## src/rtl/n101_pwm_dt_pkg.sv

```systemverilog
// Shared encodings for the dead-time output stage: channel FSM states and
// register bit positions.
package n101_pwm_dt_pkg;

    localparam logic [2:0] ST_OFF  = 3'd0;
    localparam logic [2:0] ST_LOW  = 3'd1;
    localparam logic [2:0] ST_DT_R = 3'd2;
    localparam logic [2:0] ST_HIGH = 3'd3;
    localparam logic [2:0] ST_DT_F = 3'd4;

    localparam int CFG_EN_LSB     = 0;
    localparam int CFG_HI_POL_LSB = 8;
    localparam int CFG_LO_POL_LSB = 16;
    localparam int CFG_FCLR_BIT   = 31;
    localparam int DT_RISE_LSB    = 0;
    localparam int DT_FALL_LSB    = 16;

endpackage

```

## src/rtl/n101_pwm_deadtime_if.sv

```systemverilog
// Register access bundle (cfg and dead-time write strobes, data and readback).
interface n101_pwm_deadtime_if;
    logic        cfg_wvalid;
    logic [31:0] cfg_wbits;
    logic [31:0] cfg_read;
    logic        dt_wvalid;
    logic [31:0] dt_wbits;
    logic [31:0] dt_read;

    modport master (output cfg_wvalid, cfg_wbits, dt_wvalid, dt_wbits,
                    input  cfg_read, dt_read);
    modport slave  (input  cfg_wvalid, cfg_wbits, dt_wvalid, dt_wbits,
                    output cfg_read, dt_read);
endinterface

```

## src/rtl/n101_pwm_dt_chan.sv

```systemverilog
// One complementary channel: OFF/LOW/DT_R/HIGH/DT_F FSM, dead-time counter and
// output flops with polarity applied.
module n101_pwm_dt_chan
    import n101_pwm_dt_pkg::*;
#(
    parameter int DTW = 8
) (
    input  logic           clock,
    input  logic           reset,
    input  logic           en,
    input  logic           fault,
    input  logic           pwm_in,
    input  logic [DTW-1:0] dt_rise,
    input  logic [DTW-1:0] dt_fall,
    input  logic           hi_pol,
    input  logic           lo_pol,
    output logic           pwm_hi,
    output logic           pwm_lo
);

    logic [2:0]     state, state_nx;
    logic [DTW-1:0] cnt, cnt_nx;

    // Counter holds remaining cycles minus one, so DT state lasts exactly dt edges.
    always_comb begin
        state_nx = state;
        cnt_nx   = cnt;
        if (!en || fault) begin
            state_nx = ST_OFF;
        end else begin
            case (state)
                ST_OFF:  state_nx = ST_LOW;
                ST_LOW:  if (pwm_in) begin
                             if (dt_rise == '0) begin
                                 state_nx = ST_HIGH;
                             end else begin
                                 state_nx = ST_DT_R;
                                 cnt_nx   = dt_rise - DTW'(1);
                             end
                         end
                ST_DT_R: if (!pwm_in)        state_nx = ST_LOW;
                         else if (cnt == '0) state_nx = ST_HIGH;
                         else                cnt_nx   = cnt - DTW'(1);
                ST_HIGH: if (!pwm_in) begin
                             if (dt_fall == '0) begin
                                 state_nx = ST_LOW;
                             end else begin
                                 state_nx = ST_DT_F;
                                 cnt_nx   = dt_fall - DTW'(1);
                             end
                         end
                ST_DT_F: if (pwm_in)         state_nx = ST_HIGH;
                         else if (cnt == '0) state_nx = ST_LOW;
                         else                cnt_nx   = cnt - DTW'(1);
                default: state_nx = ST_OFF;
            endcase
        end
    end

    // Outputs decode the next state so the departing side drops on the sampling edge.
    always_ff @(posedge clock or posedge reset) begin
        if (reset) begin
            state  <= ST_OFF;
            cnt    <= '0;
            pwm_hi <= 1'b0;
            pwm_lo <= 1'b0;
        end else begin
            state  <= state_nx;
            cnt    <= cnt_nx;
            pwm_hi <= (state_nx == ST_HIGH) ^ hi_pol;
            pwm_lo <= (state_nx == ST_LOW) ^ lo_pol;
        end
    end

endmodule

```

## src/rtl/n101_pwm_deadtime.sv

```systemverilog
// Dead-time complementary output stage: registers, fault latch, readback, channels.
// Optional fault shutdown enabled by defining N101_PWM_DT_FAULT_EN.
module n101_pwm_deadtime
    import n101_pwm_dt_pkg::*;
#(
    parameter int NCH = 4,
    parameter int DTW = 8
) (
    input  logic                     clock,
    input  logic                     reset,
    input  logic [NCH-1:0]           pwm_in,
    input  logic                     fault_in,
    n101_pwm_deadtime_if.slave       regs,
    output logic [NCH-1:0]           pwm_hi,
    output logic [NCH-1:0]           pwm_lo,
    output logic                     fault_ip
);

    logic [NCH-1:0] en, hi_pol, lo_pol;
    logic [DTW-1:0] dt_rise, dt_fall;
    logic           fault_latch;
    logic           unused_bits;

    assign unused_bits = ^{regs.cfg_wbits, regs.dt_wbits, fault_in};

    always_ff @(posedge clock or posedge reset) begin
        if (reset) begin
            en      <= '0;
            hi_pol  <= '0;
            lo_pol  <= '0;
            dt_rise <= '0;
            dt_fall <= '0;
        end else begin
            if (regs.cfg_wvalid) begin
                en     <= regs.cfg_wbits[CFG_EN_LSB +: NCH];
                hi_pol <= regs.cfg_wbits[CFG_HI_POL_LSB +: NCH];
                lo_pol <= regs.cfg_wbits[CFG_LO_POL_LSB +: NCH];
            end
            if (regs.dt_wvalid) begin
                dt_rise <= regs.dt_wbits[DT_RISE_LSB +: DTW];
                dt_fall <= regs.dt_wbits[DT_FALL_LSB +: DTW];
            end
        end
    end

`ifdef N101_PWM_DT_FAULT_EN
    logic [1:0] fault_sync;

    // A live synchronized fault overrides a same-cycle clear.
    always_ff @(posedge clock or posedge reset) begin
        if (reset) begin
            fault_sync  <= '0;
            fault_latch <= 1'b0;
        end else begin
            fault_sync  <= {fault_sync[0], fault_in};
            fault_latch <= fault_sync[1] |
                           (fault_latch & ~(regs.cfg_wvalid & regs.cfg_wbits[CFG_FCLR_BIT]));
        end
    end
`else
    assign fault_latch = 1'b0;
`endif

    assign fault_ip = fault_latch;

    always_comb begin
        regs.cfg_read = '0;
        regs.cfg_read[CFG_EN_LSB +: NCH]     = en;
        regs.cfg_read[CFG_HI_POL_LSB +: NCH] = hi_pol;
        regs.cfg_read[CFG_LO_POL_LSB +: NCH] = lo_pol;
        regs.cfg_read[CFG_FCLR_BIT]          = fault_latch;
        regs.dt_read = '0;
        regs.dt_read[DT_RISE_LSB +: DTW]     = dt_rise;
        regs.dt_read[DT_FALL_LSB +: DTW]     = dt_fall;
    end

    for (genvar i = 0; i < NCH; i++) begin : g_chan
        n101_pwm_dt_chan #(.DTW(DTW)) u_chan (
            .clock   (clock),
            .reset   (reset),
            .en      (en[i]),
            .fault   (fault_latch),
            .pwm_in  (pwm_in[i]),
            .dt_rise (dt_rise),
            .dt_fall (dt_fall),
            .hi_pol  (hi_pol[i]),
            .lo_pol  (lo_pol[i]),
            .pwm_hi  (pwm_hi[i]),
            .pwm_lo  (pwm_lo[i])
        );
    end

endmodule

```

## src/flat_wrapper.sv

```systemverilog
// flat-port wrapper written by rule: the top's interface ports become plain ports
module n101_pwm_deadtime_flat import n101_pwm_dt_pkg::*;
#(
    parameter int NCH = 4,
    parameter int DTW = 8
)
  (clock, reset, pwm_in, fault_in, pwm_hi, pwm_lo, fault_ip, regs_cfg_wvalid, regs_cfg_wbits, regs_dt_wvalid, regs_dt_wbits, regs_cfg_read, regs_dt_read);
  n101_pwm_deadtime_if regs_i ();
  input  logic clock;
  input  logic reset;
  input  logic [NCH-1:0] pwm_in;
  input  logic fault_in;
  output logic [NCH-1:0] pwm_hi;
  output logic [NCH-1:0] pwm_lo;
  output logic fault_ip;
  input wire logic [$bits(regs_i.cfg_wvalid)-1:0] regs_cfg_wvalid;
  input wire logic [$bits(regs_i.cfg_wbits)-1:0] regs_cfg_wbits;
  input wire logic [$bits(regs_i.dt_wvalid)-1:0] regs_dt_wvalid;
  input wire logic [$bits(regs_i.dt_wbits)-1:0] regs_dt_wbits;
  output wire logic [$bits(regs_i.cfg_read)-1:0] regs_cfg_read;
  output wire logic [$bits(regs_i.dt_read)-1:0] regs_dt_read;
  assign regs_i.cfg_wvalid = regs_cfg_wvalid;
  assign regs_i.cfg_wbits = regs_cfg_wbits;
  assign regs_i.dt_wvalid = regs_dt_wvalid;
  assign regs_i.dt_wbits = regs_dt_wbits;
  assign regs_cfg_read = regs_i.cfg_read;
  assign regs_dt_read = regs_i.dt_read;
  n101_pwm_deadtime #(.NCH(NCH), .DTW(DTW)) u_core (.clock(clock), .reset(reset), .pwm_in(pwm_in), .fault_in(fault_in), .regs(regs_i), .pwm_hi(pwm_hi), .pwm_lo(pwm_lo), .fault_ip(fault_ip));
endmodule
```

## config.mk

```make
export PLATFORM = sky130hd
export DESIGN_NAME = n101_pwm_deadtime_flat
export DESIGN_NICKNAME = d
export VERILOG_FILES = /design/src/rtl/n101_pwm_dt_pkg.sv /design/src/rtl/n101_pwm_deadtime_if.sv /design/src/rtl/n101_pwm_dt_chan.sv /design/src/rtl/n101_pwm_deadtime.sv /design/src/flat_wrapper.sv
export SDC_FILE = /design/constraint.sdc
export NUM_CORES = 1
export LEC_CHECK = 0
export ABC_AREA = 1
export BUFFER_PORTS_ARGS = -buffer_cell sky130_fd_sc_hd__buf_2
export CORE_ASPECT_RATIO = 0.7
export CORE_MARGIN = 2
export CORE_UTILIZATION = 47
export CTS_CLUSTER_DIAMETER = 50
export DETAILED_ROUTE_END_ITERATION = 8
export MAX_ROUTING_LAYER = met4
export PLACE_DENSITY_LB_ADDON = 0.15
export SYNTH_ARGS = -nofsm -noshare
export SYNTH_HDL_FRONTEND = slang
export SYNTH_SLANG_ARGS = --single-unit
```

## constraint.sdc

```tcl
create_clock -name clock -period 2.7 [get_ports clock]
set_clock_uncertainty 0.15 [all_clocks]
set_input_delay 0.135 -clock clock [delete_from_list [all_inputs] [get_ports clock]]
set_output_delay 0.135 -clock clock [all_outputs]
set_load 0.01 [all_outputs]
```

==> impl_metrics.py <==
metrics = {
    "setup_path": {
        "cpMostUsedCell": "nand2_1",
        "critPathRequiredTime_ns": 2.77,
        "path_class": "flip-flop to flip-flop",
        "critical-path-top-delay-family": "simple AND/OR/NAND/NOR gates",
        "cpMaxStageDelayCell": "nor2_1",
        "cp-startpoint": "u_core.dt_rise[0]$_DFFE_PP0P_",
        "rrSetupSlack_ns": 0.28,
        "cp_max_fo": 11,
        "cp-start-kind": "flip-flop",
        "worst-path-buf-inv": 2,
        "cp_cell_sequence": "inv_1, ha_1, nand3_1, o21ai_0, nand2_1, nand2_1, nor2_1, inv_1, nand2_1, o21ai_1",
        "cp-end-kind": "flip-flop",
        "crit_arrival_ns": 2.49,
        "worst_r2r_path_depth": 10,
        "worstReg2RegStart": "u_core.dt_rise[0]$_DFFE_PP0P_",
        "max_stage_delay_ns": 0.58,
        "worstSetupPathDepth": 10,
    },
    "die": {
        "die_w_um": 134,
        "core_area_um2": 11600,
        "rows": 33,
        "num_io_pins": 146,
        "die_y_um": 94.8,
        "die_area_um2": 12700,
        "initial_utilization": 0.477,
    },
    "cts": {
        "cts_made_buffers": 9,
        "post-cts-setup-buffer-count": 0,
        "tritoncts": "yes",
        "clkSlewWorstSetupHoldPaths_ns": 0.06,
        "h-tree-depth": 3,
        "clk_latency_ns": 0.34,
        "clk_path_buf_depth": 2,
        "cts_sinks": 80,
        "root_buffer": "clkbuf_16",
    },
    "route": {
        "drc": 0,
        "drtAntennaViolNets": 0,
        "avgViaCountPerCell": 5.13,
        "drtIter0Drc": 368,
        "via_count": 5301,
        "drt_first_pass_iters": 5,
        "wirelength_um": 14500,
        "routedWlPerCell_um": 14.1,
    },
    "logic_synthesis": {
        "synthCells": 790,
        "synth_sequential_area_ratio": 0.361,
        "synthTopCellsByArea": "dfrtp_1 36%, nand2_1 15%, nand3_1 8.5%",
        "ys_types": 34,
        "synth_top_area_cell": "dfrtp_1",
        "synth_top_area_share": 0.361,
        "avgSynthCellArea_um2": 7.01,
        "yosysWarningCount": 0,
        "ys_ff_latch": 80,
        "netlist_area_um2": 5540,
    },
    "place": {
        "io_buffer_count": 71,
        "post-dp-hpwl_um": 10600,
        "dp_slack_ns": 0.320,
        "place.gp.congestion": 0.934,
    },
    "sta": {
        "rsz0062_at_grt": "no",
        "whs_ns": 0.0177,
        "final.period_utilization": 0.897,
        "max_slew_margin": 0.485,
        "worst_slack_ns": 0.277,
        "fmax_mhz": 413,
        "hold_viol_final": 0,
        "maxSlewViolCount": 0,
        "final.setup.tns_ns": 0,
        "period_minus_slack_ns": 2.42,
        "worstMarginPinSlew_ns": 0.770,
        "setup_viol": 0,
    },
    "global_route": {
        "grt-ovfl-total": 0,
        "grt_max_degree": 42,
        "grt_pass1_wl_um": 23900,
        "grt_usage": 0.246,
        "grt_antenna_before_repair": 0,
        "grt_pass1_vias": 5008,
    },
    "final_layout": {
        "utilization": 0.549,
        "nets": 958,
        "final-seq-area_um2": 2000,
        "drive_gt1_frac": 0.135,
        "layout_commonest_cell": "nand2_1",
        "multi_input_area_um2": 2780,
        "fill_cells": 1106,
        "final_cell_mix": "225 x nand2_1, 104 x inv_1, 94 x nand3_1, 80 x dfrtp_1, 71 x buf_2",
        "diodes": 0,
        "area_delta_synth_final_pct": 15.0,
    },
    "power_and_ir_drop": {
        "ir_drop_v": 0.000366,
        "powerDensity_nw_per_um2": 761,
        "leakagePower_uw": 0.00331,
    },
    "status": {
        "status": "finished, final reports clean",
    },
    "min_path": {
        "hold_start": "pwm_in[0]",
        "hp-class": "primary input to flip-flop",
        "hold_depth": 3,
    },
    "flow_run": {
        "maxCapViolations": 0,
    },
}
[report_power, final]
| group | switching [uW] | internal (uW) | total [uW] |
|---|---|---|---|
| clock | 505 | 735 | 1240 |
| sequential | 251 | 1500 | 1750 |
| combinational | 1200 | 650 | 1850 |
[final timing paths]
path,end
max reg2reg,u_core.g_chan[1].u_chan.cnt[1]$_DFFE_PP0P_
min in group asynchronous,u_core.hi_pol[3]$_DFFE_PP0P_
max,u_core.g_chan[1].u_chan.cnt[1]$_DFFE_PP0P_
max in group asynchronous,u_core.g_chan[1].u_chan.cnt[7]$_DFFE_PP0P_
min reg2reg,u_core.g_chan[0].u_chan.pwm_hi$_DFF_PP0_
min,u_core.g_chan[0].u_chan.state[1]$_DFF_PP0_
[layout make-up]
cell class                 count  share of cell area
sequential                    80               0.314
timing repair buffer         104               0.108
clock buffer                  10              0.0375
multi-input combinational    572               0.437
tap                          157              0.0309
clock inverter                 5             0.00904
inverter                     106              0.0627
[worst min-delay path, stage by stage]
cell,delay [ns]
buf_2,0.14
nand2_1,0.11
inv_1,0.08
[sequential cells by signal, indices dropped and copies added (netlist names)]
signal / cells
u_core.dt_rise: 8
u_core.lo_pol: 4
u_core.g_chan.u_chan.pwm_lo: 4
u_core.g_chan.u_chan.state: 12
u_core.hi_pol: 4
u_core.g_chan.u_chan.cnt: 32
u_core.g_chan.u_chan.pwm_hi: 4
u_core.en: 4
u_core.dt_fall: 8
[stage by stage]
step                      instance area (um^2)  cells  power (uW)
final                                     6370   1034        4850
after global routing                      6370   1034        5230
after CTS                                 6370   1034        4850
after detailed placement                  5770    989        3560
after global placement                    5770    989        3510
after floorplan                           5670    826        3170
[layer usage]
layer | part of all wire | track usage | vias up
met2 | 0.44 | 0.387 | 203
met4 | 0.013 | 0.0691 | 0
met3 | 0.058 | 0.0429 | 22
met5 | 0 | - | -
li1 | - | - | 2611
met1 | 0.49 | 0.328 | 2465
[cells in the mapped netlist]
cell type	count
nor2_1	43
inv_1	105
inv_2	1
and3_1	1
o211ai_1	4
nor2_2	6
buf_2	2
buf_4	58
clkbuf_2	1
nand3_1	94
xnor2_1	4
o221ai_1	6
o22ai_1	2
nand3_2	4
xor2_1	9
o21a_1	3
nand2_4	2
nand2_1	225
ha_1	12
o21ai_1	10
o21ai_2	2
nor3_1	9
nor3_4	1
nand2_2	7
clkbuf_1	5
mux2_2	4
a21oi_1	12
a31oi_1	1
o21ai_0	58
conb_1	1
nor2_4	1
dfrtp_1	80
buf_6	2
nand4_1	15
[cells by family after synthesis]
group / synth area share
AO/OA/AOI/OAI: 0.0978
XOR/XNOR: 0.0206
adder cells (fa/ha/maj): 0.0271
buffers and inverters: 0.161
flip-flops: 0.361
multiplexers: 0.00813
other: 0.000677
AND/OR/NAND/NOR: 0.324
[repair_timing]
action,in CTS,in global routing
hold buffers,30,0
endpoints found under the hold margin,68,0
gates resized for setup,0,0
Note: power is estimated with default switching activity, not from simulation.
